$ cat src/rtl/router_pkg.sv
// Shared router constants: port indices and packet field positions.
package router_pkg;

    localparam int unsigned PORT_N    = 0;
    localparam int unsigned PORT_S    = 1;
    localparam int unsigned PORT_E    = 2;
    localparam int unsigned PORT_W    = 3;
    localparam int unsigned PORT_PE   = 4;
    localparam int unsigned NUM_PORTS = 5;

    localparam int unsigned NUM_VC    = 2;

    // Packet field positions within the 64-bit flit.
    localparam int unsigned VC_BIT     = 63;
    localparam int unsigned DX_BIT     = 62;
    localparam int unsigned DY_BIT     = 61;
    localparam int unsigned HX_MSB     = 55;
    localparam int unsigned HX_LSB     = 52;
    localparam int unsigned HY_MSB     = 51;
    localparam int unsigned HY_LSB     = 48;
    localparam int unsigned SX_MSB     = 47;
    localparam int unsigned SX_LSB     = 40;
    localparam int unsigned SY_MSB     = 39;
    localparam int unsigned SY_LSB     = 32;
    localparam int unsigned PAYLOAD_MSB = 31;
    localparam int unsigned PAYLOAD_LSB = 0;

endpackage

$ cat src/rtl/router_out_arbiter_if.sv
// Request/grant bundle between the router datapath and one output arbiter.
interface router_out_arbiter_if
    import router_pkg::*;
#(
    parameter int unsigned NUM_IN = NUM_PORTS,
    parameter int unsigned IDX_W  = 3
);

    logic                phase_internal;
    logic [NUM_IN-1:0]   req;
    logic [NUM_IN-1:0]   req_vc;
    logic [NUM_VC-1:0]   obuf_full;
    logic [NUM_IN-1:0]   gnt;
    logic                gnt_valid;
    logic [IDX_W-1:0]    gnt_idx;
    logic                gnt_vc;
    logic [IDX_W-1:0]    rr_ptr;

    // Datapath side: raises requests, consumes grants.
    modport master (
        output phase_internal, req, req_vc, obuf_full,
        input  gnt, gnt_valid, gnt_idx, gnt_vc, rr_ptr
    );

    // Arbiter side.
    modport slave (
        input  phase_internal, req, req_vc, obuf_full,
        output gnt, gnt_valid, gnt_idx, gnt_vc, rr_ptr
    );

endinterface

$ cat src/rtl/router_out_arbiter_rr_prio_pick.sv
// Round-robin pick: first set elig bit scanning from ptr upward, wrapping.
module rr_prio_pick
    import router_pkg::*;
#(
    parameter int unsigned NUM_IN = NUM_PORTS,
    parameter int unsigned IDX_W  = 3
) (
    input  logic [NUM_IN-1:0] elig_i,
    input  logic [IDX_W-1:0]  ptr_i,
    output logic [NUM_IN-1:0] onehot_o,
    output logic [IDX_W-1:0]  idx_o,
    output logic              any_o
);

    localparam logic [IDX_W-1:0] LAST_IDX = IDX_W'(NUM_IN - 1);

    // Rotate by ptr, take the first hit, map back to the absolute index.
    always_comb begin
        int unsigned base;
        int unsigned pos;
        logic [IDX_W-1:0] pos_idx;
        logic found;

        onehot_o = '0;
        idx_o    = '0;
        any_o    = 1'b0;
        found    = 1'b0;
        pos      = 0;
        pos_idx  = '0;
        // An out-of-range pointer is treated as 0.
        base     = (ptr_i > LAST_IDX) ? 0 : 32'(ptr_i);

        for (int unsigned k = 0; k < NUM_IN; k++) begin
            pos = base + k;
            if (pos >= NUM_IN) begin
                pos = pos - NUM_IN;
            end
            pos_idx = IDX_W'(pos);
            if (!found && elig_i[pos_idx]) begin
                found             = 1'b1;
                onehot_o[pos_idx] = 1'b1;
                idx_o             = pos_idx;
            end
        end
        any_o = found;
    end

endmodule

$ cat src/rtl/router_out_arbiter.sv
// Per-output-port round-robin arbiter with VC-full skipping and phase gating.
module router_out_arbiter
    import router_pkg::*;
#(
    parameter int unsigned NUM_IN = NUM_PORTS,
    parameter int unsigned IDX_W  = 3
) (
    input  logic                  clk,
    input  logic                  reset,
    router_out_arbiter_if.slave   arb
);

    localparam logic [IDX_W-1:0] LAST_IDX = IDX_W'(NUM_IN - 1);

    logic [IDX_W-1:0]  rr_ptr_q;
    logic [IDX_W-1:0]  rr_ptr_d;
    logic [NUM_IN-1:0] elig;
    logic [NUM_IN-1:0] pick_onehot;
    logic [IDX_W-1:0]  pick_idx;
    logic              pick_any;
    logic              grant;

    // A request is eligible only if its target VC buffer has room.
    always_comb begin
        elig = '0;
        for (int unsigned i = 0; i < NUM_IN; i++) begin
            elig[i] = arb.req[i] & ~arb.obuf_full[arb.req_vc[i]];
        end
    end

    rr_prio_pick #(
        .NUM_IN (NUM_IN),
        .IDX_W  (IDX_W)
    ) u_pick (
        .elig_i   (elig),
        .ptr_i    (rr_ptr_q),
        .onehot_o (pick_onehot),
        .idx_o    (pick_idx),
        .any_o    (pick_any)
    );

    // Grant qualification and next pointer (one past the winner, wrapping).
    always_comb begin
        grant    = arb.phase_internal & ~reset & pick_any;
        rr_ptr_d = (pick_idx >= LAST_IDX) ? '0 : pick_idx + IDX_W'(1);
    end

    // Pointer advances only on an actual grant so idle cycles keep fairness.
    always_ff @(posedge clk) begin
        if (reset) begin
            rr_ptr_q <= '0;
        end else if (grant) begin
            rr_ptr_q <= rr_ptr_d;
        end
    end

    assign arb.gnt       = grant ? pick_onehot : '0;
    assign arb.gnt_valid = grant;
    assign arb.gnt_idx   = grant ? pick_idx : '0;
    assign arb.gnt_vc    = grant & (|(pick_onehot & arb.req_vc));
    assign arb.rr_ptr    = reset ? '0 : rr_ptr_q;

endmodule

$ cat src/flat_wrapper.sv
// flat-port wrapper written by rule: the top's interface ports become plain ports
module router_out_arbiter_flat import router_pkg::*;
#(
    parameter int unsigned NUM_IN = NUM_PORTS,
    parameter int unsigned IDX_W  = 3
)
  (clk, reset, arb_phase_internal, arb_req, arb_req_vc, arb_obuf_full, arb_gnt, arb_gnt_valid, arb_gnt_idx, arb_gnt_vc, arb_rr_ptr);
  router_out_arbiter_if #(.NUM_IN(NUM_IN), .IDX_W(IDX_W)) arb_i ();
  input  logic clk;
  input  logic reset;
  input wire logic [$bits(arb_i.phase_internal)-1:0] arb_phase_internal;
  input wire logic [$bits(arb_i.req)-1:0] arb_req;
  input wire logic [$bits(arb_i.req_vc)-1:0] arb_req_vc;
  input wire logic [$bits(arb_i.obuf_full)-1:0] arb_obuf_full;
  output wire logic [$bits(arb_i.gnt)-1:0] arb_gnt;
  output wire logic [$bits(arb_i.gnt_valid)-1:0] arb_gnt_valid;
  output wire logic [$bits(arb_i.gnt_idx)-1:0] arb_gnt_idx;
  output wire logic [$bits(arb_i.gnt_vc)-1:0] arb_gnt_vc;
  output wire logic [$bits(arb_i.rr_ptr)-1:0] arb_rr_ptr;
  assign arb_i.phase_internal = arb_phase_internal;
  assign arb_i.req = arb_req;
  assign arb_i.req_vc = arb_req_vc;
  assign arb_i.obuf_full = arb_obuf_full;
  assign arb_gnt = arb_i.gnt;
  assign arb_gnt_valid = arb_i.gnt_valid;
  assign arb_gnt_idx = arb_i.gnt_idx;
  assign arb_gnt_vc = arb_i.gnt_vc;
  assign arb_rr_ptr = arb_i.rr_ptr;
  router_out_arbiter #(.NUM_IN(NUM_IN), .IDX_W(IDX_W)) u_core (.clk(clk), .reset(reset), .arb(arb_i));
endmodule
$ cat config.mk
export PLATFORM = sky130hd
export DESIGN_NAME = router_out_arbiter_flat
export DESIGN_NICKNAME = d
export VERILOG_FILES = /design/src/rtl/router_pkg.sv /design/src/rtl/router_out_arbiter_if.sv /design/src/rtl/router_out_arbiter_rr_prio_pick.sv /design/src/rtl/router_out_arbiter.sv /design/src/flat_wrapper.sv
export SDC_FILE = /design/constraint.sdc
export NUM_CORES = 1
export LEC_CHECK = 0
export ABC_AREA = 1
export CAP_MARGIN = 20
export CORE_UTILIZATION = 49
export CTS_CLUSTER_SIZE = 20
export DETAILED_ROUTE_END_ITERATION = 10
export GPL_ROUTABILITY_DRIVEN = 0
export PLACE_DENSITY = 0.75
export SETUP_SLACK_MARGIN = 0.05
export SLEW_MARGIN = 10
export SYNTH_ARGS = -nofsm -noshare
export SYNTH_HDL_FRONTEND = slang
export SYNTH_SLANG_ARGS = --single-unit
$ cat constraint.sdc
create_clock -name clk -period 3.05 [get_ports clk]
set_input_delay 0.61 -clock clk [delete_from_list [all_inputs] [get_ports clk]]
set_output_delay 0.61 -clock clk [all_outputs]
set_load 0.03 [all_outputs]
==> Implementation_results.wiki, run 1 <==
{| class="wikitable"
! Metric !! Value
|-
| Clk buf depth || 2
|-
| Top-level port count || 28
|-
| Mean Syn Cell Area || 5.48 um2
|-
| Effective utilization at floorplan || 53.5%
|-
| Count of port buffers added during placement || 27
|-
| Post-synthesis register bit count || 3
|-
| EDFF count, synth || 0
|-
| Post-synthesis instance area || 1540 um2
|-
| Die height || 58.1 um
|-
| Placed wire-length estimate || 5590 um
|-
| Synthesized netlist cell count || 281
|-
| Worst slack at placement || -0.763 ns
|-
| Synth area leaders || nand2_1 23%, nand3_1 9.4%, nor2_1 8.5%
|-
| Dpl cell area || 2660 um2
|-
| Buffer type at the clock tree root || clkbuf_4
|-
| Tool Error || [ERROR DPL-0038] Utilization greater than 100%, impossible to legalize
|-
| Number of levels in the clock H-tree || 1
|-
| Number of distinct library cell variants in the gate-level netlist after synthesis || 33
|-
| Width of the chip || 58.1 um
|-
| Proportion of netlist area held by the largest area contributor || 22.9%
|-
| Rows || 19
|-
| Net Count, Synth || 305
|-
| Number of buffers created by CTS || 3
|-
| Clock net sink count || 3
|-
| Count of warnings emitted by yosys || 0
|-
| Number of resized instances in the post-cts repair step || 69
|-
| Run status || did not finish
|-
| Part of the Yosys area used for sequential elements || 3.90%
|-
| Number of setup buffers added after CTS || 5
|-
| Most used DFF post-synth || dfxtp_1
|-
| Most numerous cell in the Yosys netlist || nand2_1
|-
| Cell taking the most area after synthesis || nand2_1
|-
| Ys async rst share || 0%
|-
| Hold buffer count at CTS || 0
|-
| Halt point of the flow || 4_1_cts
|-
| Leading post-synthesis cells by instance count || 94 x nand2_1, 35 x nor2_1, 29 x nand3_1, 25 x inv_1, 12 x inv_2
|}
[metrics by stage]
stage,std cells,setup TNS [ns],utilization (%)
floorplan,281,-0.974,-
global placement,427,-6.59,92.4
detailed placement,427,-7.97,92.4
[logic make-up after synthesis]
group | Yosys count | share of synthesized area, %
and+or+nand+nor | 195 | 61.4
AOI/OAI and AO/OA | 31 | 13.6
xor gates and xnor gates | 3 | 2.92
buffers and inverters | 40 | 10.9
DFF | 3 | 3.90
adders and majority gates | 9 | 7.31
==> run 2: changes to the inputs <==
Settings changed: CORE_UTILIZATION 49 to 40, CTS_CLUSTER_SIZE 20 to unset, PLACE_DENSITY 0.75 to unset, PLACE_DENSITY_LB_ADDON set to 0.15, SETUP_SLACK_MARGIN 0.05 to unset.
Clock period 3.05 ns to 4 ns, I/O delays scaled along.
==> run 2 against run 1 <==
  * The run now ends clean
  * Area after synthesis is the same
  * Synthesized cell count stayed put
==> Implementation_results.wiki, run 2 <==
{| class="wikitable"
! Metric !! Value
|-
| Run status || completed
|-
| Top-level port count || 28 (unchanged)
|-
| GRT Overall Usage || 24.2%
|-
| Number of distinct library cell variants in the gate-level netlist after synthesis || 33 (unchanged)
|-
| Transition time at the pin with the least slew margin || 0.399 ns
|-
| Part of the Yosys area used for sequential elements || 3.90% (unchanged)
|-
| Antenna diode count || 0
|-
| Rows || 22 (+3)
|-
| Remaining number of nets flagged by the antenna check after routing || 0
|-
| Setup slack on the worst flop-to-flop path || 0.83 ns
|-
| Commonest cells after routing, fill and taps aside || 74 x nand2_1, 33 x buf_4, 25 x nand2_2, 21 x nor2_1, 21 x inv_1
|-
| Largest register by flop count || u_core.rr_ptr_q
|-
| Core Footprint || 3690 um2
|-
| Signed area change from the synthesized netlist to the final layout || 60.7%
|-
| Arrival @ worst endpoint || 3.07 ns
|-
| Count of port buffers added during placement || 27 (unchanged)
|-
| Hold Worst Slack || 0.659 ns
|-
| Initial antenna violation count || 0
|-
| Leading post-synthesis cells by instance count || 94 x nand2_1, 35 x nor2_1, 29 x nand3_1, 25 x inv_1, 12 x inv_2
|-
| Unrepaired setup endpoints after global routing || true
|-
| Max capacitance violation total || 0
|-
| Effective utilization at floorplan || 41.8% (-12 points)
|-
| Ys async rst share || 0% (unchanged)
|-
| Nets || 362
|-
| Buffer type at the clock tree root || clkbuf_8
|-
| Fraction of layout cells with a size suffix above 1 || 45.1%
|-
| EDFF count, synth || 0 (unchanged)
|-
| Width of the chip || 64.1 um (+10%)
|-
| Post-route fraction of the period consumed by the critical path || 96.7%
|-
| Relative max-transition margin || 73.3%
|-
| Clock period minus final worst setup slack || 3.87 ns
|-
| Final setup viols || 0
|-
| Synthesized netlist cell count || 281 (unchanged)
|-
| Flip-flop count of the largest register after layout || 3
|-
| Cells along the critical path || nor2_4, nand2_4, inv_6, ha_4, or2_4, nand2_4, nand2_1, nand2_2, nand2_1, nand2_2, nand2_2, nand3_4, nand4_4, nor2_4, nand3_2, nand3_2, nand2_1, nand3_2, nor2_2, nor2_1, buf_4
|-
| Wire length of the first global-routing pass || 7980 um
|-
| Number of cells on the critical path || 21
|-
| Via count normalized by instance count || 5.14
|-
| End of the worst register-to-register path || u_core.rr_ptr_q[2]
|-
| Most common cell after layout, fill and taps aside || nand2_1
|-
| Number of vias in the routed layout || 1,980
|-
| Clock net sink count || 3 (unchanged)
|-
| Number of design-rule violations left by the first detailed-router iteration || 138
|-
| Proportion of netlist area held by the largest area contributor || 22.9% (unchanged)
|-
| Startpoint types || register
|-
| Filler cell count in the final layout || 336
|-
| Kind of cell adding the most delay to the critical path || simple AND/OR/NAND/NOR gates
|-
| Placed wire-length estimate || 3810 um (-32%)
|-
| Crit Path Class || register to output pin
|-
| Worst-path fanout max || 6
|-
| Number of levels in the clock H-tree || 1 (unchanged)
|-
| Worst hold start || u_core.rr_ptr_q[1]
|-
| Most used DFF post-synth || dfxtp_1
|-
| Number of global-route vias before repair || 1,732
|-
| Number of buffers created by CTS || 3 (unchanged)
|-
| Clk pin slew, worst setup/hold paths || 0.03 ns
|-
| Largest net degree at the start of global routing || 15
|-
| Floorplan die area || 4100 um2
|-
| Worst hold path class || register to register
|-
| Largest registers || u_core.rr_ptr_q x3
|-
| Fmax || 258 MHz
|-
| Detailed Routing Iterations Pass 1 || 5
|-
| Depth of the most critical reg-to-reg path || 22
|-
| Clk Latency, worst-skew pair || 0.21 ns
|-
| Die height || 64.1 um (+10%)
|-
| Worst Hold Path Cells || 4
|-
| Cell taking the most area after synthesis || nand2_1
|-
| Total grt overflow || 0
|-
| Final hold vios || 0
|-
| Slowest CP cell || dfxtp_4
|-
| Startpoint of the worst-slack reg-to-reg timing path || u_core.rr_ptr_q[0]
|-
| Count of warnings emitted by yosys || 0 (unchanged)
|-
| DRC viols || 0
|-
| CTS tree || built
|-
| Most numerous cell in the Yosys netlist || nand2_1
|-
| Slowest Stage Delay on Critical Path || 0.37 ns
|-
| Final clock skew || 0.00101 ns
|-
| Data required time of the critical path || 3.20 ns
|-
| Endpoint class of the critical path || output pin
|-
| Post-synthesis instance area || 1540 um2 (unchanged)
|-
| Synth area leaders || nand2_1 23%, nand3_1 9.4%, nor2_1 8.5%
|-
| Combined buffer and inverter count along the critical path || 2
|-
| Post-synthesis register bit count || 3 (unchanged)
|-
| Mean Syn Cell Area || 5.48 um2 (unchanged)
|-
| Number of max-slew violations in the final report || 0
|-
| Wire length per cell after detailed routing || 13.2 um
|-
| Hold path endpoint || u_core.rr_ptr_q[1]
|-
| Net Count, Synth || 305 (unchanged)
|-
| Drt total wl || 5070 um
|-
| Hold buffer count at CTS || 0 (unchanged)
|-
| Clk buf depth || 2 (unchanged)
|}
==> run 2: cell counts after synthesis <==
No cell type changed its count.
==> run 2: routing by layer <==
layer | routed length (um) | GRT usage, % | vias to the layer above
met5 | 0 | 0 | -
met3 | 216 | 1.43 | 2
met1 | 2350 | 35.9 | 901
li1 | - | - | 1016
met4 | 14 | 3.41 | 0
met2 | 2490 | 38.7 | 61
==> run 2: how the worst max path moves through the flow <==
stage | to | startpoint | slack (ns)
3_5_place_dp | arb_gnt_vc | arb_obuf_full[1] | -0.02
6_report | arb_gnt_vc | u_core.rr_ptr_q[0] | 0.13
4_1_cts | arb_gnt_vc | u_core.rr_ptr_q[0] | 0.003
3_3_place_gp | arb_gnt_vc | arb_obuf_full[1] | -0.03
2_1_floorplan | arb_gnt[0] | u_core.rr_ptr_q[0] | 0.16
5_1_grt | arb_gnt_vc | u_core.rr_ptr_q[0] | -0.07
==> run 2: area by class of cell <==
| type | count | area, um2 | share of cell area (%) |
|---|---|---|---|
| inverters | 38 | 153 | 6.17 |
| repair buffers | 53 | 479 | 19.4 |
| multi-input cells | 239 | 1670 | 67.3 |
| clock buffers | 4 | 45.0 | 1.82 |
| well taps | 48 | 60.1 | 2.43 |
| flip-flops and latches | 3 | 71.3 | 2.88 |
==> run 2: logic make-up (layout without fill, tap and decap cells) <==
logic type	Yosys count	in the layout	share of synthesized area, %
simple gates	195	196	61.4
buf+inv	40	95	10.9
compound gates	31	31	13.6
fa+ha+maj	9	9	7.31
xor+xnor	3	3	2.92
flops	3	3	3.90
==> run 2: through the flow <==
| stage | TNS, ns | utilization, % | instances | setup slack (ns) | instance area [um2] |
|---|---|---|---|---|---|
| floorplan | 0 | - | 281 | 0.161 | 1540 |
| global placement | -0.0374 | 52.8 | 369 | -0.0338 | 1950 |
| detailed placement | -0.0248 | 52.8 | 369 | -0.0248 | 1950 |
| CTS | 0 | 55.3 | 375 | 0.00318 | 2040 |
| global route | -0.132 | 67.1 | 385 | -0.0686 | 2470 |
| finish | 0 | 67.1 | 385 | 0.130 | 2470 |
==> run 2: worst min-delay path, stage by stage, from the launching register on <==
cell	delay (ns)
dfxtp_4	0.35
inv_2	0.09
nor2_1	0.06
nand2_1	0.07
nand2_1	0.05
==> run 2: what timing repair did <==
action,4_1_cts,5_1_grt
endpoints found under the setup margin,10,10
buffers inserted,2,9
cloned,0,1
gates resized for setup,7,93
pin swaps,0,27
Power of run 2 is not shown: default switching activity piles up to over one toggle a cycle in this logic, so the estimate is an artifact.
